File: src/rtl/logic_pkg.sv
// ============================================================
// logic_pkg -- op encodings and flag helper for logic_unit_pipe
// Rev 1.0
// ============================================================
`default_nettype none

package logic_pkg;

  typedef logic [2:0] op_t;

  localparam op_t OP_AND    = 3'd0;
  localparam op_t OP_OR     = 3'd1;
  localparam op_t OP_XOR    = 3'd2;
  localparam op_t OP_NAND   = 3'd3;
  localparam op_t OP_NOR    = 3'd4;
  localparam op_t OP_NOT    = 3'd5;
  localparam op_t OP_ACC_OR = 3'd6;
  localparam op_t OP_ACC_LD = 3'd7;

  typedef struct packed {
    logic zr;
    logic ng;
  } flags_t;

  // Width-agnostic: caller supplies the OR-reduction and the sign bit.
  function automatic flags_t make_flags(input logic any_set, input logic msb);
    flags_t f;
    f.zr = ~any_set;
    f.ng = msb;
    return f;
  endfunction

endpackage

`default_nettype wire

File: src/rtl/logic_unit_pipe_if.sv
// ============================================================
// logic_unit_pipe_if -- input/output handshake bundle
// Rev 1.0
// ============================================================
`default_nettype none

interface logic_unit_pipe_if #(
  parameter int WIDTH = 16
);
  import logic_pkg::*;

  logic             in_valid;
  logic             in_ready;
  op_t              op;
  logic [WIDTH-1:0] a;
  logic [WIDTH-1:0] b;
  logic             out_valid;
  logic             out_ready;
  logic [WIDTH-1:0] out;
  logic             zr;
  logic             ng;

  modport master (
    output in_valid, op, a, b, out_ready,
    input  in_ready, out_valid, out, zr, ng
  );

  modport slave (
    input  in_valid, op, a, b, out_ready,
    output in_ready, out_valid, out, zr, ng
  );

endinterface

`default_nettype wire

File: src/rtl/logic_op_comb.sv
// ============================================================
// logic_op_comb -- combinational bitwise op / accumulator datapath
// Rev 1.0
// ============================================================
`default_nettype none

module logic_op_comb
  import logic_pkg::*;
#(
  parameter int WIDTH = 16
) (
  input  op_t              op,
  input  logic [WIDTH-1:0] a,
  input  logic [WIDTH-1:0] b,
  input  logic [WIDTH-1:0] acc,
  output logic [WIDTH-1:0] result
);

  always_comb begin
    result = a & b;
    case (op)
      OP_AND:    result = a & b;
      OP_OR:     result = a | b;
      OP_XOR:    result = a ^ b;
      OP_NAND:   result = ~(a & b);
      OP_NOR:    result = ~(a | b);
      OP_NOT:    result = ~a;
      OP_ACC_OR: result = acc | a;
      OP_ACC_LD: result = a;
      default:   result = a & b;
    endcase
  end

endmodule

`default_nettype wire

File: src/rtl/logic_unit_pipe.sv
// ============================================================
// logic_unit_pipe -- 2-stage valid/ready bitwise logic unit
// Rev 1.0
// ============================================================
`default_nettype none

module logic_unit_pipe
  import logic_pkg::*;
#(
  parameter int WIDTH = 16
) (
  input  logic              clk,
  input  logic              reset,
  logic_unit_pipe_if.slave  bus
);

  logic             r_s1_valid;
  op_t              r_s1_op;
  logic [WIDTH-1:0] r_s1_a;
  logic [WIDTH-1:0] r_s1_b;

  logic             r_s2_valid;
  logic [WIDTH-1:0] r_out;
  logic             r_zr;
  logic             r_ng;
  logic [WIDTH-1:0] r_acc;

  logic             w_s2_load;
  logic             w_in_ready;
  logic             w_accept;
  logic             w_acc_op;
  logic [WIDTH-1:0] w_result;
  flags_t           w_flags;

  assign w_s2_load  = r_s1_valid && (!r_s2_valid || bus.out_ready);
  assign w_in_ready = !r_s1_valid || w_s2_load;
  assign w_accept   = bus.in_valid && w_in_ready;
  assign w_acc_op   = (r_s1_op == OP_ACC_OR) || (r_s1_op == OP_ACC_LD);
  assign w_flags    = make_flags(|w_result, w_result[WIDTH-1]);

  logic_op_comb #(.WIDTH(WIDTH)) u_op (
    .op     (r_s1_op),
    .a      (r_s1_a),
    .b      (r_s1_b),
    .acc    (r_acc),
    .result (w_result)
  );

  always_ff @(posedge clk or posedge reset) begin
    if (reset) begin
      r_s1_valid <= 1'b0;
      r_s1_op    <= OP_AND;
      r_s1_a     <= '0;
      r_s1_b     <= '0;
    end else if (w_accept) begin
      r_s1_valid <= 1'b1;
      r_s1_op    <= bus.op;
      r_s1_a     <= bus.a;
      r_s1_b     <= bus.b;
    end else if (w_s2_load) begin
      r_s1_valid <= 1'b0;
    end
  end

  // acc moves only when its transaction actually advances into s2.
  always_ff @(posedge clk or posedge reset) begin
    if (reset) begin
      r_s2_valid <= 1'b0;
      r_out      <= '0;
      r_zr       <= 1'b1;
      r_ng       <= 1'b0;
      r_acc      <= '0;
    end else if (w_s2_load) begin
      r_s2_valid <= 1'b1;
      r_out      <= w_result;
      r_zr       <= w_flags.zr;
      r_ng       <= w_flags.ng;
      if (w_acc_op) begin
        r_acc <= w_result;
      end
    end else if (bus.out_ready) begin
      r_s2_valid <= 1'b0;
    end
  end

  assign bus.in_ready  = w_in_ready;
  assign bus.out_valid = r_s2_valid;
  assign bus.out       = r_out;
  assign bus.zr        = r_zr;
  assign bus.ng        = r_ng;

endmodule

`default_nettype wire

File: src/flat_wrapper.sv
// flat-port wrapper written by rule: the top's interface ports become plain ports
module logic_unit_pipe_flat import logic_pkg::*;
#(
  parameter int WIDTH = 16
)
  (clk, reset, bus_in_valid, bus_op, bus_a, bus_b, bus_out_ready, bus_in_ready, bus_out_valid, bus_out, bus_zr, bus_ng);
  logic_unit_pipe_if #(.WIDTH(WIDTH)) bus_i ();
  input  logic clk;
  input  logic reset;
  input wire logic [$bits(bus_i.in_valid)-1:0] bus_in_valid;
  input wire logic [$bits(bus_i.op)-1:0] bus_op;
  input wire logic [$bits(bus_i.a)-1:0] bus_a;
  input wire logic [$bits(bus_i.b)-1:0] bus_b;
  input wire logic [$bits(bus_i.out_ready)-1:0] bus_out_ready;
  output wire logic [$bits(bus_i.in_ready)-1:0] bus_in_ready;
  output wire logic [$bits(bus_i.out_valid)-1:0] bus_out_valid;
  output wire logic [$bits(bus_i.out)-1:0] bus_out;
  output wire logic [$bits(bus_i.zr)-1:0] bus_zr;
  output wire logic [$bits(bus_i.ng)-1:0] bus_ng;
  assign bus_i.in_valid = bus_in_valid;
  assign bus_i.op = bus_op;
  assign bus_i.a = bus_a;
  assign bus_i.b = bus_b;
  assign bus_i.out_ready = bus_out_ready;
  assign bus_in_ready = bus_i.in_ready;
  assign bus_out_valid = bus_i.out_valid;
  assign bus_out = bus_i.out;
  assign bus_zr = bus_i.zr;
  assign bus_ng = bus_i.ng;
  logic_unit_pipe #(.WIDTH(WIDTH)) u_core (.clk(clk), .reset(reset), .bus(bus_i));
endmodule
File: config.mk
export PLATFORM = sky130hd
export DESIGN_NAME = logic_unit_pipe_flat
export DESIGN_NICKNAME = d
export VERILOG_FILES = /design/src/rtl/logic_pkg.sv /design/src/rtl/logic_unit_pipe_if.sv /design/src/rtl/logic_op_comb.sv /design/src/rtl/logic_unit_pipe.sv /design/src/flat_wrapper.sv
export SDC_FILE = /design/constraint.sdc
export NUM_CORES = 1
export LEC_CHECK = 0
export ABC_AREA = 0
export BUFFER_PORTS_ARGS = -buffer_cell sky130_fd_sc_hd__clkbuf_2
export CORE_MARGIN = 2
export CORE_UTILIZATION = 45
export CTS_CLUSTER_DIAMETER = 40
export DETAILED_ROUTE_END_ITERATION = 6
export SYNTH_ARGS = -nofsm -noshare
export SYNTH_HDL_FRONTEND = slang
export SYNTH_SLANG_ARGS = --single-unit
File: constraint.sdc
create_clock -name clk -period 6.5 [get_ports clk]
set_clock_uncertainty 0.15 [all_clocks]
set_input_delay 0.65 -clock clk [delete_from_list [all_inputs] [get_ports clk]]
set_output_delay 0.65 -clock clk [all_outputs]
set_load 0.1 [all_outputs]
; Word level (Yosys, flattened, before mapping)
; Index checks and enable logic that the tools add are counted.
[totals]
elab_cells = 41
reg_bits = 71
output_inout_bits = 20
inputBits = 39
[classes]
muxes = 5
bitwise = 8
eq_ne = 7
reduce_logical = 12
[ops]
columns = operator, count
row1 = $pmux W16 S8, 1
row2 = $not A16 Y16, 3
row3 = $or A16 B16 Y16, 2
row4 = $and A16 B16 Y16, 1
row5 = $reduce_or A16 Y1, 1
row6 = $xor A16 B16 Y16, 1
row7 = $eq A3 B3 Y1 const B, 4
row8 = $eq A3 B2 Y1 const B, 2
row9 = $mux W1, 4
row10 = $reduce_bool A2 Y1, 2
row11 = $eq A3 B1 Y1 const B, 1
row12 = $logic_not A3 Y1, 1
row13 = $logic_or A1 B1 Y1, 3
row14 = $logic_and A1 B1 Y1, 2
row15 = $logic_not A1 Y1, 2
row16 = $reduce_and A2 Y1, 1
row17 = $not A1 Y1, 1

; Longest topological paths before layout
; Gate-level depths: netlist of the first run.
[depth]
word_depth = 6
ltp_mapped = 10

; By module
; A second synthesis of the first run with hierarchy kept.
[hier_totals]
hier_cells = 377
area_unflattened_um2 = 4418.0
[by_module_without_submodules]
columns = mod, cells_each, n_inst, area_each_um2
row1 = logic_unit_pipe, 158, 1, 2836.5
row2 = logic_op_comb, 219, 1, 1581.5

; Least setup slack after synthesis of the first run
; Ideal clock, no wire load.
[synth_path]
path_kind = reg-to-reg
start = reg u_core.r_s2_valid (netlist: u_core.bus.out_valid)
end = reg u_core.r_s1_a[0]
t_arrival_ns = 3.248
n_path_buf = 1
path_slack_ns = 2.978
setup_time_ns = 0.125
path_stages_with_launch = 5
period_less_slack_ns = 3.522
cell_sequence = dfrtp_1 -> nand3b_1 -> nand2_1 -> clkbuf_1 -> mux2_2
[synth_between]
elab_chain_cells = 5
[synth_lines]
columns = element, line_no
row1 = "start, declared", logic_unit_pipe.sv:22  ; logic r_s2_valid;
row2 = "start signal, assigned", logic_unit_pipe.sv:68  ; r_s2_valid <= 1'b0;
row3 = "start signal, assigned", logic_unit_pipe.sv:74  ; r_s2_valid <= 1'b1;
row4 = "start signal, assigned", logic_unit_pipe.sv:82  ; r_s2_valid <= 1'b0;
row5 = $logic_not A1 Y1, logic_unit_pipe.sv:35  ; assign w_s2_load = r_s1_valid && (!r_s2_valid || bus.out_ready);
row6 = $logic_or A1 B1 Y1, logic_unit_pipe.sv:35
row7 = $logic_and A1 B1 Y1, logic_unit_pipe.sv:35
row8 = $logic_or A1 B1 Y1, logic_unit_pipe.sv:36  ; assign w_in_ready = !r_s1_valid || w_s2_load;
row9 = via bus_in_ready, flat_wrapper.sv:15  ; output wire logic [$bits(bus_i.in_ready)-1:0] bus_in_ready;
row10 = $logic_and A1 B1 Y1, logic_unit_pipe.sv:37  ; assign w_accept = bus.in_valid && w_in_ready;
row11 = "end signal, assigned", logic_unit_pipe.sv:58  ; r_s1_a <= bus.a;
row12 = "end, declared", logic_unit_pipe.sv:19  ; logic [WIDTH-1:0] r_s1_a;
; The timed path passes the listed nets, and every way through them passes these cells.
; A chain may end at the register's enable or synchronous reset.

; Worst setup path after layout of the first run
[layout_path]
start = reg u_core.r_s1_op[0]
end = reg u_core.r_zr (netlist: u_core.bus.zr)
[layout_between]
elab_chain_cells = 4
elab_cells_between_ends = 11
[layout_lines]
columns = element, line_no
row1 = "start, declared", logic_unit_pipe.sv:18  ; op_t r_s1_op;
row2 = "start signal, assigned", logic_unit_pipe.sv:57  ; r_s1_op <= bus.op;
row3 = "$eq A3 B3 Y1, or another cell as far along", logic_op_comb.sv:21  ; case (op)
row4 = $pmux W16 S8 *, logic_op_comb.sv:21
row5 = $reduce_or A16 Y1 *, logic_unit_pipe.sv:39  ; assign w_flags = make_flags(|w_result, w_result[WIDTH-1]);
row6 = $not A1 Y1 *, logic_pkg.sv:28  ; f.zr = ~any_set;
row7 = "end signal, assigned", logic_unit_pipe.sv:76  ; r_zr <= w_flags.zr;
row8 = "end, declared", logic_unit_pipe.sv:24  ; logic r_zr;
; Mark *: on every way between the ends. The rest lies on a longest branch, timed or not.

==> results by stage, run 1 <==
Die:
- The core outline area is 9200 um2.
- For this configuration, the core starts out at a cell density of 46.3%.
- The floorplan step defined a die boundary enclosing 10300 um2.
- In this run the core area contains 35 standard-cell rows.
- In this run the vertical extent of the chip is 101 um.
- The horizontal extent of the die is 101 um.
- In this run the count of I/O pins placed on the die edge is 59.

Setup path:
- The arrival time at the worst endpoint is 3.35 ns.
- The instance count on the critical path is 6.
- The number of cells on the worst reg-to-reg path is 6.
- The critical path in this run is classified as register to register.
- The data required time of the critical path is 6.61 ns.
- STA classifies the critical path endpoint as a register.
- In this design, the stage delay of the slowest critical-path cell is 0.96 ns.
- Walking the worst path, the cells encountered are inv_1, a21oi_1, o32ai_1, o22a_1, or4_1, o41ai_2.
- The maximum fanout encountered on the critical timing path is 32.
- The cell type group with the largest total delay on the critical path is flip-flops.
- The sum of buffers and inverters on the critical path is 1.
- The element type at the critical path start is a register.
- The slowest stage of the critical path belongs to the cell dfrtp_1.

Synthesis:
- The number of instances in the synthesized netlist is 416.
- The post-synthesis average cell area is 10.2 um2.
- Sorting the synthesized cells by area gives the leading types as dfrtp_1 (41%), mux2_2 (15%), ha_1 (9.4%), nand2b_1 (3.2%), inv_1 (3.1%).
- For this run, the number of Yosys warnings is 0.
- The number of unique standard cell types used by synthesis is 49.
- In the synthesized netlist the async set-or-reset flop fraction comes to 100%.
- The fraction of post-synthesis cell area in the top cell type by area is 40.6%.
- Yosys mapped a number of flops with a built-in enable equal to 0.
- The cell area that synthesis handed to floorplanning was 4260 um2.
- The most used flip-flop cell after synthesis is dfrtp_1.
- The most frequent cell after synthesis is dfrtp_1.
- The post-synthesis sequential element count is 70.
- The number of nets in the synthesized netlist is 487.
- The commonest cells after synthesis are dfrtp_1 (69), mux2_2 (58), inv_1 (35).
- For this run, the register share of the synthesized area comes to 41.2%.
- The library cell with the largest summed area after synthesis is dfrtp_1.

Timing:
- Hold timing on the final database bottoms out at a slack of 0.335 ns.
- Setup repair after global routing left no endpoint under its margin.
- Measured against its own limit, the worst slew margin works out to 37.5%.
- The number of setup violations in the final report is 0.
- Based on the critical path, the design can be clocked at up to 0.309 GHz.
- At the pin with the least slew margin, the transition time is 0.938 ns.
- The final max-slew violation count is 0.
- The clock period could shrink to 3.24 ns.
- The final hold violation count is 0.
- The total negative setup slack is 0 ns.
- The fraction of the cycle the final worst path needs is 49.9%.

Hold path:
- The worst hold path was traced through 2 stages.
- The min-delay analysis places its worst path in the category register to register.

Run status:
- The flow ran to the end, and the final reports show no timing, DRC or antenna violations.

Global routing:
- The largest net degree at the start of global routing is 71.
- The first-pass GRT wire length is 15400 um.
- The combined global-route utilization of all metal layers is 19.5%.
- For this run the aggregate overflow at the end of global routing stands at 0.
- The initial antenna violation count was 0.
- The via count of the first global-routing pass was 3192.

Drt:
- Summed over all layers, the routed wires come to 9160 um.
- The first detailed-routing pass ran for 5 iterations.
- In this run the top signal layer used is met4.
- The met2 routed wirelength is 4510 um.
- The average detailed-routed wire length per instance is 15.8 um.
- The final routed DRC violation total is 0.
- The routed design uses 438 um of met3 wire.
- Dividing the detail-routed via count by the number of cells gives 5.44.
- Across all layers, the routed design uses 3152 vias.
- The detailed router finished its first iteration with 145 violations.
- In this run the remaining antenna-violating nets after routing total 0.
- The met1 routed wirelength after detailed routing is 4100 um.

Power:
- The maximum vdd ir drop is 0.223 mV.
- Summed over all cells, the static leakage comes to 2.27 nW.
- In this run the power density over the cells is 382 nW/um2.
- The overall power of the completed layout is 1.80 mW.

Clock network:
- The maximum buffer depth of the clock tree is 2.
- After clock tree synthesis, the clock-pin slew on the worst setup and hold paths is 0.08 ns.
- In this run, post-CTS repair resized a total of 0 instances.
- The total clock sinks is 70.
- TritonCTS built the clock tree.
- The post-CTS setup buffer count is 0.
- The cts-stage hold buffer count is 0.
- In this run the clock root is driven by a clkbuf_8.
- The insertion delay of the later-clocked pin in the worst-skew pair is 0.35 ns.
- The number of buffers created by CTS is 9.
- The deepest level of the CTS H-tree is 3.

Placement:
- The wire-length estimate of the detail-placed layout is 6210 um.
- The count of buffers added on input and output ports is 58.
- Routability-driven placement finished with a final weighted congestion of 0.763.
- The post-placement cell area is 4570 um2.

Cells and area:
- The number of fillers in the final layout is 869.
- The number of nets in the layout is 536.
- Cells fill 51.3% of the core in the end.
- Compared with the post-synthesis result, the final layout area differs by 10.9%.
- The fraction of layout instances using a drive strength above 1 is 29.9%.
- The number of antenna diodes in the final layout is 0.
- The final instance area is 4720 um2.

Run:
- The count of maximum capacitance violations is 0.
[cells in the final DEF (no fill, tap or decap), types with 10 or more instances in the layout]
master | synthesis | final
inv_1 | 35 | 34
o21ai_0 | 15 | 15
nor2_1 | 27 | 27
ha_1 | 32 | 32
clkbuf_2 | 0 | 58
clkbuf_8 | 0 | 10
a21oi_1 | 24 | 24
o22ai_1 | 16 | 16
nand2_1 | 19 | 19
dfrtp_1 | 69 | 69
nand2b_1 | 22 | 22
mux2_2 | 58 | 58
[sequential cells by signal (all words and copies together), names as in the netlist]
name / flops
u_core.bus.zr: 1
u_core.r_s1_op: 3
u_core.bus.out_valid: 1
u_core.bus.ng: 1
u_core.r_s1_a: 16
u_core.bus.out: 15
u_core.r_s1_b: 16
u_core.r_s1_valid: 1
u_core.r_acc: 16
[routing by layer]
metal	global-route usage [%]	vias to the layer above
li1	-	1557
met1	26.0	1501
met2	31.3	86
met3	4.42	8
met4	7.28	0
met5	0	-
[stage by stage]
step | cells | setup WS (ns)
final | 579 | 3.26
after global routing | 579 | 2.98
after CTS | 579 | 3.25
after detailed placement | 565 | 3.27
after global placement | 565 | 3.29
after floorplan | 416 | 2.98
[logic make-up (layout without fill, tap and decap cells)]
| kind of cell | count (synthesis) | count (layout) | synth area share (%) |
|---|---|---|---|
| buf+inv | 62 | 114 | 7.05 |
| simple gates | 95 | 95 | 11.3 |
| fa+ha+maj | 32 | 32 | 9.40 |
| mux | 67 | 67 | 17.5 |
| flops | 70 | 70 | 41.2 |
| compound gates | 90 | 90 | 13.6 |
[area by class of cell]
| cell class | count | area, um2 | area share, % |
|---|---|---|---|
| inverters | 36 | 135 | 2.86 |
| clock inverters | 2 | 10.0 | 0.212 |
| repair buffers | 64 | 335 | 7.10 |
| flip-flops and latches | 70 | 1750 | 37.1 |
| multi-input cells | 284 | 2200 | 46.7 |
| clock buffers | 12 | 145 | 3.07 |
| well taps | 111 | 139 | 2.94 |
[tightest hold or removal path: stages, from the launching register on]
cell     delay [ns]
dfrtp_1        0.34
nand2_1        0.05
o21ai_0        0.06
[where the power goes]
| group | switching (mW) | internal [mW] |
|---|---|---|
| Clock | 0.158 | 0.144 |
| Sequential | 0.0970 | 0.561 |
| Combinational | 0.588 | 0.255 |
[final timing paths]
check	start	slack, ns	to
setup / recovery	u_core.r_s1_op[0]	3.26	u_core.bus.zr
hold / removal	u_core.bus.out[5]	0.33	u_core.bus.out[5]
setup reg to reg	u_core.r_s1_op[0]	3.26	u_core.bus.zr
hold reg to reg	u_core.bus.out[5]	0.33	u_core.bus.out[5]
max in group asynchronous	reset	5.24	u_core.bus.out[3]
min in group asynchronous	reset	0.40	u_core.r_s1_b[10]
No activity file was read; power rests on OpenSTA's default activity.
==> inputs of run 2 (changes only) <==
- clock period: 6.5 -> 3.1 ns (I/O delays scaled with it)
==> run 2 against run 1 <==
  * Wire length is 0.82% lower
  * Flip-flop and latch count did not move
  * Critical path depth rose by 1
  * Non-clock buffer count rose by 7
  * Utilization rose by 1.4 points
==> results by stage, run 2 (same netlist as run 1, synthesis figures left out) <==
Run status:
- The flow ran to the end, and the final reports show no timing, DRC or antenna violations.

Setup path:
- The critical path goes through buf_4, mux2i_1, o221ai_1, o211ai_1, nand3b_1, or4_1, o41ai_2.
- STA classifies the critical path endpoint as a register.
- The delay of the slowest cell on the worst path is 0.64 ns.
- The arrival time at the worst endpoint is 2.76 ns.
- The data required time of the critical path is 3.20 ns.
- The critical-path cell with the highest stage delay is dfrtp_1.
- The element type at the critical path start is a register.
- The setup path with the least slack is of type register to register.
- The number of buffers and inverters on the critical path is 1.
- The cell type group with the largest total delay on the critical path is compound AO/OA/AOI/OAI gates.
- The maximum fanout encountered on the critical timing path is 22.

Cells and area:
- For this run, the post-layout net count is 543.
- The multi-input combinational cells in the finished layout cover a total of 2210 um2.
- The fraction of layout instances using a drive strength above 1 is 31.2%.
- Relative to the synthesized area, the layout overhead comes to 14.0%.
- The library cell used most frequently in the layout, excluding fill and tap cells, is dfrtp_1.
- The largest registers in the layout are u_core.r_acc: 16 flops, u_core.r_s1_a: 16 flops, u_core.r_s1_b: 16 flops.
- The top cell types in the final layout, fill and taps aside, are dfrtp_1 (68), mux2_2 (58), clkbuf_2 (58).
- The number of antenna diodes in the final layout is 0.
- The final standard cell utilization of the core is 52.8%.
- The number of standard cells in the layout, taps in and fillers out is 588.
- The register area is 1750 um2.
- The number of fillers in the final layout is 837.

Die:
- The core outline area is 9200 um2.
- The floorplan step defined a die boundary enclosing 10300 um2.
- The I/O pin count is 59.
- The horizontal extent of the die is 101 um.
- The starting density of the core is 46.3%.
- Measured along the y axis, the die boundary spans 101 um.
- The total number of placement rows is 35.

Clock network:
- In this run the number of H-tree levels came out at 3.
- The later pin in the worst-skew pair is clocked with a latency of 0.34 ns.
- After clock tree synthesis, the setup repair step added 0 buffers.
- Clock-pin slew was measured on the worst setup and hold paths at 0.07 ns.
- The number of clock buffers added by TritonCTS is 9.
- The maximum buffer depth of the clock tree is 2.
- TritonCTS built the clock tree.
- CTS saw 70 sinks.
- In this run the clock root is driven by a clkbuf_8.

Placement:
- The wire-length estimate of the detail-placed layout is 6400 um.
- The number of placed instances, taps included, is 571.
- The final weighted congestion of routability-driven global placement is 0.831.
- The number of buffers added on ports is 58.

Timing:
- The relative slew slack is 41.8%.
- The final max-slew violation count is 0.
- The final hold violation count is 0.
- The total negative setup slack is 0 ns.
- Setup repair after global routing left no endpoint under its margin.
- Counting I/O delays and the setup requirement, the final critical path takes 2.66 ns.
- After layout, the worst path uses 86.0% of the clock period.
- The number of setup violations in the final report is 0.
- At the pin with the least slew margin, the transition time is 0.869 ns.
- The post-route worst hold slack is 0.0340 ns.
- Derived from the worst setup path, the maximum achievable clock frequency is 0.375 GHz.

Global routing:
- The residual overflow from global routing is 0.
- For this run, the total global-route usage over all layers was measured as 18.9%.
- The initial antenna violation count is 0.
- The via count of the first global-routing pass came to 3197.
- The largest net degree at the start of global routing is 71.
- The first-pass GRT wire length is 15300 um.

Drt:
- The final routed DRC violation total is 0.
- The remaining number of nets flagged by the antenna check after routing is 0.
- The first TritonRoute pass finished after 4 iterations.
- The post-detailed-routing wire length is 9080 um.
- The routed layout has 3190 vias.
- After detailed routing, the number of vias per cell comes to 5.43.
- The number of violations reported at the end of detailed-routing iteration 0 is 84.
- The average detailed-routed wire length per instance is 15.4 um.

Run:
- The count of maximum capacitance violations is 0.

Power:
- Summing internal, switching and leakage power gives 3.98 mW.
- The maximum vdd ir drop is 0.879 mV.
- In this run the power density over the cells is 820 nW/um2.
- The leakage power summed over all cells is 2.33 nW.

Hold path:
- The worst hold path class is input port to register.
-- run 2: cell count changes in the layout (fill, tap and decap cells not counted), sizes merged --
cell,previous run,this run
buf,6,12
bufinv,0,2
clkinv,2,0
clkbuf,70,71
clkinvlp,0,1
dlygate4sd3,0,1
-- run 2: worst reg2reg max path, cell delays in order, from the launching register on --
cell and delay, ns:
dfrtp_1 0.64, buf_4 0.36, mux2i_1 0.23, o221ai_1 0.13, o211ai_1 0.21, nand3b_1 0.10
or4_1 0.42, o41ai_2 0.33
-- run 2: area by class of cell --
| cell class | instances | area share (%) |
|---|---|---|
| multi-input cells | 284 | 45.5 |
| flip-flops and latches | 70 | 36.1 |
| repair buffers | 71 | 8.30 |
| clock buffers | 13 | 3.07 |
| well taps | 111 | 2.86 |
| inverters | 36 | 2.78 |
| clock inverters | 3 | 1.39 |
-- run 2: path summary, 6_finish.rpt --
check / from / to / slack, ns / cells after the start
max: u_core.r_s1_op[1] / u_core.bus.zr / 0.44 / 7
min reg2reg: u_core.bus.out[1] / u_core.bus.out[1] / 0.33 / 2
max in group asynchronous: reset / u_core.bus.zr / 2.05 / 4
max reg2reg: u_core.r_s1_op[1] / u_core.bus.zr / 0.44 / 7
min: bus_in_valid / u_core.r_s1_valid / 0.03 / 2
min in group asynchronous: reset / u_core.r_s1_b[9] / 0.43 / 4
-- run 2: what timing repair did --
action                    4_1_cts  5_1_grt
hold endpoints to repair       69        0
resized for setup               0        0
hold buffers                    1        0
-- run 2: power breakdown --
group	internal (mW)	total, mW	switching [mW]
combinational	0.553	1.80	1.24
clock	0.477	0.808	0.332
sequential	1.18	1.38	0.199
total	2.21	3.98	1.77
-- run 2: routing by layer --
layer | vias to the layer above | global-route usage (%) | wire length (um)
li1 | 1560 | - | -
met1 | 1555 | 24.7 | 4140
met2 | 68 | 31.7 | 4540
met3 | 7 | 3.73 | 321
met4 | 0 | 6.24 | 76
met5 | - | 0 | 0
-- run 2: through the flow --
step / setup slack (ns) / instance area (um2)
after detailed placement: 0.404 / 4630
after CTS: 0.414 / 4850
after global routing: 0.227 / 4850
final: 0.435 / 4850
after floorplan: 0.0645 / 4260
after global placement: 0.456 / 4630
==> inputs of run 3 (changes only) <==
- CAP_MARGIN: not set -> 15
- CELL_PAD_IN_SITES_DETAIL_PLACEMENT: not set -> 1
- CELL_PAD_IN_SITES_GLOBAL_PLACEMENT: not set -> 2
- CORE_UTILIZATION: 45 -> 37
- PLACE_DENSITY_LB_ADDON: not set -> 0.1
==> run 3 against run 2 <==
  * Hold slack gained 0.012 ns
  * Die area grew 21%
  * Worst setup slack lost 0.064 ns
  * Maximum frequency shrank 2.4%
  * Wire length grew 15%
  * Clock-buffer cell count is the same
  * Cell count grew 5.4%
  * Critical path type unchanged
==> results by stage, run 3 (same netlist as run 1, synthesis figures left out) <==
Die:
- The die is 111 um wide.
- The die covers 12400 um2.
- The total number of placement rows is 39.
- The vertical die dimension is 111 um.
- 59 I/O pins were placed.
- The region available for standard cell placement spans 11300 um2.
- For this configuration, the core starts out at a cell density of 37.6%.

Clock network:
- TritonCTS built the clock tree.
- The post-CTS setup buffer count is 0.
- The deepest level of the CTS H-tree is 3.
- The number of gates given a new drive strength after cts is 0.
- The cts-stage hold buffer count is 1.
- Clock latency on the worst-skew pair, taken at its later pin, is 0.34 ns.
- The root buffer cell is clkbuf_16.
- The maximum buffer depth of the clock tree is 2.
- Clock-pin slew was measured on the worst setup and hold paths at 0.06 ns.
- Counting the buffers created by CTS gives 9.
- The total clock sinks is 70.

Global routing:
- The initial antenna violation count came to 0.
- The residual overflow from global routing is 0.
- The via count of the first global-routing pass is 3375.
- The largest net degree at the start of global routing is 38.
- The global routing usage on met3 is 3.01%.
- The global routing met2 resource utilization is 29.6%.
- met2 is the most crowded layer.
- The first global-routing pass estimated 17700 um of wire.
- For this run, global-route usage on met1 was measured as 23.9%.
- Global routing consumed, over all layers together, 18.1% of the routing resources.

Setup path:
- The element type at the critical path start is a register.
- The kind of end point of the critical path is a register.
- The critical path is of the register to register type.
- Data arrives at the worst endpoint at 2.83 ns.
- The maximum fanout encountered on the critical timing path is 14.
- The data required time of the critical path is 3.20 ns.

Cells and area:
- The multi-input combinational cells in the finished layout cover a total of 2210 um2.
- The number of inserted diodes is 0.
- The largest registers in the layout are u_core.r_acc: 16 flops, u_core.r_s1_a: 16 flops, u_core.r_s1_b: 16 flops.
- The register area is 1750 um2.
- The number of fillers in the final layout is 1277.
- Cells with a size suffix above 1 make up 31.7% of the layout.
- The most common library cell in the layout ignoring fill and taps is dfrtp_1.
- The number of standard cells in the layout, taps in and fillers out is 620.
- Compared with the post-synthesis result, the final layout area differs by 16.6%.
- The number of nets in the layout is 543.
- In the layout the commonest cells are dfrtp_1 (68), mux2_2 (58), clkbuf_2 (58).

Timing:
- Derived from the worst setup path, the maximum achievable clock frequency is 0.366 GHz.
- The transition time at the pin with the least slew margin is 0.737 ns.
- The final hold violation count was 0.
- Setup repair after global routing left no endpoint under its margin.
- Of the available clock period, the critical path in the final layout requires 88.0%.
- Setup violations remaining at the end of the flow were counted as 0.
- The total negative setup slack is 0 ns.
- The post-route worst hold slack is 0.0461 ns.
- The post-route minimum period is 2.73 ns.
- The final max-slew violation count is 0.
- The relative slew slack is 50.8%.

Placement:
- The number of placed instances, taps included, is 603.
- Detailed placement ended at an HPWL of 7420 um.
- The final weighted congestion of routability-driven global placement is 0.793.
- The number of buffers added on ports is 58.

Hold path:
- The worst hold path class is input port to register.

Drt:
- The count of TritonRoute iterations in the first routing pass is 4.
- Summed over all layers, the routed wires come to 10500 um.
- For this block, the initial DRC count from the detailed router was 87.
- For this run, design rule violations remaining after detail routing come to 0.
- The remaining number of nets flagged by the antenna check after routing is 0.
- The routed via count is 3235.
- After detailed routing, the average wire length per cell comes to 16.9 um.
- The post-detailed-route via-to-cell ratio is 5.22.

Power:
- The worst-case IR drop observed on VDD is 0.607 mV.
- The leakage power summed over all cells is 2.36 nW.
- The overall power of the completed layout is 4.19 mW.
- For this design the ratio of total power to cell area is 845 nW/um2.

Run:
- The count of maximum capacitance violations is 0.

Run status:
- The flow ran to the end, and the final reports show no timing, DRC or antenna violations.
## run 3: cell count changes in the layout (fill, tap and decap cells not counted), sizes merged
cell and delta:
bufinv -2, clkinv +2
## run 3: layer usage
metal	vias to the layer above	wire length (um)
met2	50	5140
met3	12	321
met4	0	196
li1	1568	-
met1	1605	4810
met5	-	0
## run 3: power breakdown
| part | total, mW | internal, mW | switching [mW] |
|---|---|---|---|
| logic | 1.82 | 0.553 | 1.26 |
| clock network | 1.00 | 0.604 | 0.397 |
| registers | 1.38 | 1.18 | 0.198 |
## run 3: path summary, 6_finish.rpt
kind / startpoint / endpoint / slack (ns) / cells past startpoint
max in group asynchronous: reset / u_core.bus.zr / 1.60 / 4
worst min-delay path: bus_a[15] / u_core.r_s1_a[15] / 0.05 / 2
worst min register to register: u_core.bus.out[1] / u_core.bus.out[1] / 0.33 / 2
worst max register to register: u_core.r_s1_op[2] / u_core.bus.zr / 0.37 / 6
min in group asynchronous: reset / u_core.r_s1_b[10] / 0.49 / 3
worst max-delay path: u_core.r_s1_op[2] / u_core.bus.zr / 0.37 / 6
## run 3: critical path: stages (launching register included)
cell and delay, ns:
dfrtp_1 0.57, inv_2 0.29, nand2_1 0.35, o32a_1 0.31
nand3b_1 0.18, or4_1 0.43, o41ai_2 0.33
## run 3: final cells by class
cell class,count,area share (%)
timing repair buffer,71,8.11
tap,143,3.60
multi-input combinational,284,44.4
clock inverter,3,0.353
sequential,70,35.3
clock buffer,13,5.44
inverter,36,2.72
## run 3: per-stage QoR
stage               instance area [um2]  util [%]  setup slack, ns
finish                             4970      43.9            0.371
global route                       4970      43.9            0.184
CTS                                4970      43.9            0.328
detailed placement                 4670      41.2            0.353
global placement                   4670      41.2            0.412
floorplan                          4260         -           0.0645
